File: config.mk
export PLATFORM = sky130hd
export DESIGN_NAME = shft_deser_flat
export DESIGN_NICKNAME = d
export VERILOG_FILES = /design/src/rtl/shft_pkg.sv /design/src/rtl/shft_deser_if.sv /design/src/rtl/shft_deser.sv /design/src/flat_wrapper.sv
export SDC_FILE = /design/constraint.sdc
export NUM_CORES = 1
export LEC_CHECK = 0
export ABC_AREA = 0
export CAP_MARGIN = 20
export CORE_UTILIZATION = 40
export CTS_CLUSTER_DIAMETER = 100
export CTS_CLUSTER_SIZE = 10
export DETAILED_ROUTE_END_ITERATION = 7
export GPL_ROUTABILITY_DRIVEN = 1
export GPL_TIMING_DRIVEN = 0
export SETUP_SLACK_MARGIN = 0.2
export SLEW_MARGIN = 25
export SYNTH_ARGS = -nofsm -noshare
export SYNTH_HDL_FRONTEND = slang
export SYNTH_SLANG_ARGS = --single-unit
File: constraint.sdc
create_clock -name clk -period 3.85 [get_ports clk]
set_clock_uncertainty 0.1 [all_clocks]
set_input_delay 0.9625 -clock clk [delete_from_list [all_inputs] [get_ports clk]]
set_output_delay 0.9625 -clock clk [all_outputs]
set_load 0.005 [all_outputs]
File: src/rtl/shft_pkg.sv
// Shared types and constants for the serial-to-parallel deserializer.
package shft_pkg;

  localparam int DEF_WIDTH = 8;

  typedef enum logic [1:0] {
    IDLE  = 2'd0,
    SHIFT = 2'd1,
    DONE  = 2'd2
  } state_t;

endpackage

File: src/rtl/shft_deser_if.sv
// Handshake/data bundle between a serial producer/consumer and shft_deser.
interface shft_deser_if import shft_pkg::*; #(parameter int WIDTH = DEF_WIDTH);
  logic             start;
  logic             dir;
  logic             din;
  logic             din_vld;
  logic             dout_rdy;
  logic             clr_ovr;
  logic [WIDTH-1:0] dout;
  logic             dout_vld;
  logic             busy;
  logic             frm_err;
  logic             ovr;

  modport master (
    output start, dir, din, din_vld, dout_rdy, clr_ovr,
    input  dout, dout_vld, busy, frm_err, ovr
  );

  modport slave (
    input  start, dir, din, din_vld, dout_rdy, clr_ovr,
    output dout, dout_vld, busy, frm_err, ovr
  );
endinterface

File: src/rtl/shft_deser.sv
// Serial-in, parallel-out deserializer with selectable bit order, frame
// restart detection and a sticky overrun flag. All outputs are registered.
module shft_deser import shft_pkg::*; #(
  parameter int WIDTH = DEF_WIDTH
) (
  input  logic         clk,
  input  logic         rstn,
  shft_deser_if.slave  bus
);

  localparam int CW = $clog2(WIDTH + 1);

  state_t           state;
  logic [WIDTH-1:0] sreg;
  logic [WIDTH-1:0] sreg_nxt;
  logic [CW-1:0]    cnt;
  logic             dir_q;
  logic [WIDTH-1:0] dout_q;
  logic             dout_vld_q;
  logic             busy_q;
  logic             frm_err_q;
  logic             ovr_q;
  logic             do_start;
  logic             ovr_set;
  logic             last_bit;

  // dir_q=1: LSB arrives first, so bits enter at the top and move right.
  always_comb begin
    sreg_nxt = sreg;
    if (dir_q) sreg_nxt = {bus.din, sreg[WIDTH-1:1]};
    else       sreg_nxt = {sreg[WIDTH-2:0], bus.din};
  end

  // A start in DONE only counts when the pending word is consumed that cycle.
  always_comb begin
    do_start = 1'b0;
    ovr_set  = 1'b0;
    case (state)
      IDLE:    do_start = bus.start;
      SHIFT:   do_start = bus.start;
      DONE: begin
        do_start = bus.start & bus.dout_rdy;
        ovr_set  = bus.din_vld | (bus.start & ~bus.dout_rdy);
      end
      default: ;
    endcase
  end

  assign last_bit = (cnt == CW'(WIDTH - 1));

  always_ff @(posedge clk or negedge rstn) begin
    if (!rstn) begin
      state      <= IDLE;
      sreg       <= '0;
      cnt        <= '0;
      dir_q      <= 1'b0;
      dout_q     <= '0;
      dout_vld_q <= 1'b0;
      busy_q     <= 1'b0;
      frm_err_q  <= 1'b0;
      ovr_q      <= 1'b0;
    end else begin
      frm_err_q <= 1'b0;
      ovr_q     <= (ovr_q & ~bus.clr_ovr) | ovr_set;
      if (do_start) begin
        state      <= SHIFT;
        sreg       <= '0;
        cnt        <= '0;
        dir_q      <= bus.dir;
        busy_q     <= 1'b1;
        dout_vld_q <= 1'b0;
        frm_err_q  <= (state == SHIFT);
      end else begin
        case (state)
          SHIFT: if (bus.din_vld) begin
            sreg <= sreg_nxt;
            if (last_bit) begin
              dout_q     <= sreg_nxt;
              dout_vld_q <= 1'b1;
              busy_q     <= 1'b0;
              cnt        <= '0;
              state      <= DONE;
            end else begin
              cnt <= cnt + CW'(1);
            end
          end
          DONE: if (bus.dout_rdy) begin
            dout_vld_q <= 1'b0;
            state      <= IDLE;
          end
          default: ;
        endcase
      end
    end
  end

  assign bus.dout     = dout_q;
  assign bus.dout_vld = dout_vld_q;
  assign bus.busy     = busy_q;
  assign bus.frm_err  = frm_err_q;
  assign bus.ovr      = ovr_q;

endmodule

File: src/flat_wrapper.sv
// flat-port wrapper written by rule: the top's interface ports become plain ports
module shft_deser_flat import shft_pkg::*;
#(
  parameter int WIDTH = DEF_WIDTH
)
  (clk, rstn, bus_start, bus_dir, bus_din, bus_din_vld, bus_dout_rdy, bus_clr_ovr, bus_dout, bus_dout_vld, bus_busy, bus_frm_err, bus_ovr);
  shft_deser_if #(.WIDTH(WIDTH)) bus_i ();
  input  logic clk;
  input  logic rstn;
  input wire logic [$bits(bus_i.start)-1:0] bus_start;
  input wire logic [$bits(bus_i.dir)-1:0] bus_dir;
  input wire logic [$bits(bus_i.din)-1:0] bus_din;
  input wire logic [$bits(bus_i.din_vld)-1:0] bus_din_vld;
  input wire logic [$bits(bus_i.dout_rdy)-1:0] bus_dout_rdy;
  input wire logic [$bits(bus_i.clr_ovr)-1:0] bus_clr_ovr;
  output wire logic [$bits(bus_i.dout)-1:0] bus_dout;
  output wire logic [$bits(bus_i.dout_vld)-1:0] bus_dout_vld;
  output wire logic [$bits(bus_i.busy)-1:0] bus_busy;
  output wire logic [$bits(bus_i.frm_err)-1:0] bus_frm_err;
  output wire logic [$bits(bus_i.ovr)-1:0] bus_ovr;
  assign bus_i.start = bus_start;
  assign bus_i.dir = bus_dir;
  assign bus_i.din = bus_din;
  assign bus_i.din_vld = bus_din_vld;
  assign bus_i.dout_rdy = bus_dout_rdy;
  assign bus_i.clr_ovr = bus_clr_ovr;
  assign bus_dout = bus_i.dout;
  assign bus_dout_vld = bus_i.dout_vld;
  assign bus_busy = bus_i.busy;
  assign bus_frm_err = bus_i.frm_err;
  assign bus_ovr = bus_i.ovr;
  shft_deser #(.WIDTH(WIDTH)) u_core (.clk(clk), .rstn(rstn), .bus(bus_i));
endmodule
==> results.md <==
- Min Tclk post-route: about 2300 ps
- Sink Count: 26
- Drt via density: 5.21
- Worst vdd ir: approximately 0.30 mV
- Cell depth of the worst setup path: 1
- Max incr delay on CP: around 520 ps
- Final cycle utilization of the critical path: 60.2%
- Clock buffer count from CTS: 3
- Crit Reg-Reg Startpoint: u_core.bus.dout_vld
- Kind of start point of the critical path: register
- Worst Path Arrival: 1260 ps
- Area growth syn-to-layout: 20.8%
- Hold_ws: 392 ps
- Cell Count, Final, Fillers Out: 167
- H-tree depth: 1
- CP max-delay cell: clkdlybuf4s50_1
- Initial Util: between 40% and 50%
- Pwr Density: 598 nW/um2
- Worst-Margin Slew: 567 ps
- Max Freq: 431 MHz
- Post-CTS Resized: 0
- Post-Syn Instances: 113
- WS Path Type: register to output port
- Max-cap violations: 0
- Register area share after synthesis: 52.0%
- Post-CTS Repair Setup Buffers: 0
- DRT iter0 DRCs: 15
- DRT Pass-1 Iters: 8
- Reg clk slew, reported paths: between 100 and 150 ps
- Cts hold-fix bufs: 0
- Dominant cell type by area after synthesis: dfrtp_1
- Synth Net Count: about 130
- Die Ht: 57.9 um
- Routed len/inst: 13.5 um
- Distinct cells, synth: 28
- End point of the worst hold path: u_core.bus.busy
- TritonCTS clock tree: done
- Synthesis-stage register bit count: 26
- DRC Markers: 1
- Total die area: 3360 um2
- Synthesis Warnings: 0
- Pins Over Slew Limit: 0
- Hpwl dp: 1.67 mm
- Rows: 19
- Outcome: finished with violations
- Routed via count: 870
- Top cell type's share of synthesized area: 52.0%
- Final setup violation count: 0
- N_diodes: 0
- GRT Util Overall: roughly 16%
- Worst-case clock buffer depth: 2
- Failing checks: design-rule violations
- Worst Setup End Kind: output port
- LEAKAGE: around 0.75 nW
- Worst-path maximum fanout: 4
- Fillers: 265
- Final WL: roughly 2.2 mm
- Ports: 20
- Fin Setup TNS: 0 ps
- Crit path max-delay family: buffers and inverters
- Overflow after GRT: 0
- Worst-Skew Late Latency: 320 ps
- Syn Std Cell Area: 1250 um2
- Vias in the first global route: 897
- CTS Root Cell: clkbuf_4
- RSZ-0062 raised after global routing: no
- Top post-synthesis cells by area: dfrtp_1, mux2_2, mux2i_1, ha_1, nor2_1
- Largest net degree at the start of global routing: 27
- CP required: 2790 ps
- Worst Hold Class: register to register
- R2R setup slack: 1880 ps
- Area of the multi-input gates: 543 um2
- Worst path cell trace: clkdlybuf4s50_1
- Worst path buffer plus inverter count: 1
- Relative slew slack: 62.2%
- Syn avg cell area: 11.1 um2
- Global-route wire length before repair: 4.15 mm
- Reg area: approximately 650 um2
- Routability congestion estimate: 0.843
- Placed cell count: around 160
- Hold path depth: 1
- Die W: 57.9 um
- Initial antenna violation count: 0
- Port bufs: 19
- Fraction of layout cells with a size suffix above 1: between 10% and 20%
- Detail Route Antenna Nets: 0
- Hold_sp: u_core.bus.busy
- Final Hold Vio Count: 0
- RR Endpoint: u_core.dir_q
- FF-to-FF path depth: 5
- Core area: 2850 um2
- Nets: 150
## per-layer routing
| layer | track usage [%] | vias to the layer above | routed length, um | part of all wire [%] |
|---|---|---|---|---|
| li1 | - | 444 | - | - |
| met1 | 23.3 | 414 | 1220 | 54 |
| met2 | 23.8 | 10 | 963 | 43 |
| met3 | 2.68 | 2 | 45 | 2.0 |
| met4 | 7.14 | 0 | 17 | 0.76 |
| met5 | 0 | - | 0 | 0 |
## metrics by stage
stage                     total power, mW  utilization [%]  area, um2  setup WS, ps
after detailed placement            0.777             51.7       1480          1220
after global placement              0.767             51.9       1480          1250
after global routing                0.986             53.0       1510          1460
after CTS                           0.918             53.0       1510          1510
after floorplan                     0.663                -       1250          1900
final                               0.903             53.0       1510          1530
## Yosys cell counts, drive strengths merged
master and count:
a211oi 5, and3b 1, o32ai 1, and4b 1, nand2b 1, or3 1
o221ai 1, nor2 15, ha 5, and2 1, inv 10, o22ai 2
nand4 1, a21o 2, a21oi 4, mux2 9, nor3 4, mux2i 8
o211a 1, buf 3, nand2 6, nand3 2, or4 1, dfrtp 26
o21ai 1, xor2 1
## logic make-up after synthesis
group	after synthesis	share of synthesized area, %
DFF	26	52.0
buffers and inverters	13	4.60
xor gates and xnor gates	1	0.700
and+or+nand+nor	34	13.8
muxes	17	14.5
adders and majority gates	5	5.00
AOI/OAI and AO/OA	17	9.40
## worst max path at each step
stage | from | slack, ps | endpoint
finish | u_core.bus.dout_vld | 1530 | bus_dout_vld
global route | u_core.bus.dout_vld | 1460 | bus_dout_vld
CTS | u_core.bus.dout_vld | 1510 | bus_dout_vld
detailed placement | bus_dout_rdy | 1220 | u_core.dir_q
global placement | bus_start | 1250 | u_core.dir_q
floorplan | bus_start | 1900 | u_core.dir_q
## state kept, by name, indices dropped and copies added (netlist names)
name	cells
u_core.bus.dout	8
u_core.sreg	8
u_core.cnt	4
u_core.bus.busy	1
u_core.bus.dout_vld	1
u_core.bus.frm_err	1
u_core.bus.ovr	1
u_core.dir_q	1
u_core.state	1
## cells in the final DEF (no fill, tap or decap), types with 3 or more instances in the layout
master and n:
nor2_1 15, a21oi_1 4, clkbuf_4 3, clkdlybuf4s50_1 18, ha_1 5, inv_1 10, nor3_1 4, mux2i_1 8
nand2_1 5, a211oi_1 5, dfrtp_1 26, mux2_2 9
## power by group
group          total [mW]  switching, mW  internal (mW)
registers           0.383         0.0458          0.337
logic               0.384          0.202          0.182
clock network       0.136         0.0782         0.0578
## area by class of cell
class,instances,area share [%]
sequential,26,43.0
multi-input combinational,74,35.9
timing repair buffer,19,12.3
tap,31,2.57
inverter,10,2.48
clock buffer,4,2.40
buffer,3,1.32
(Power assumes the default switching activity.)
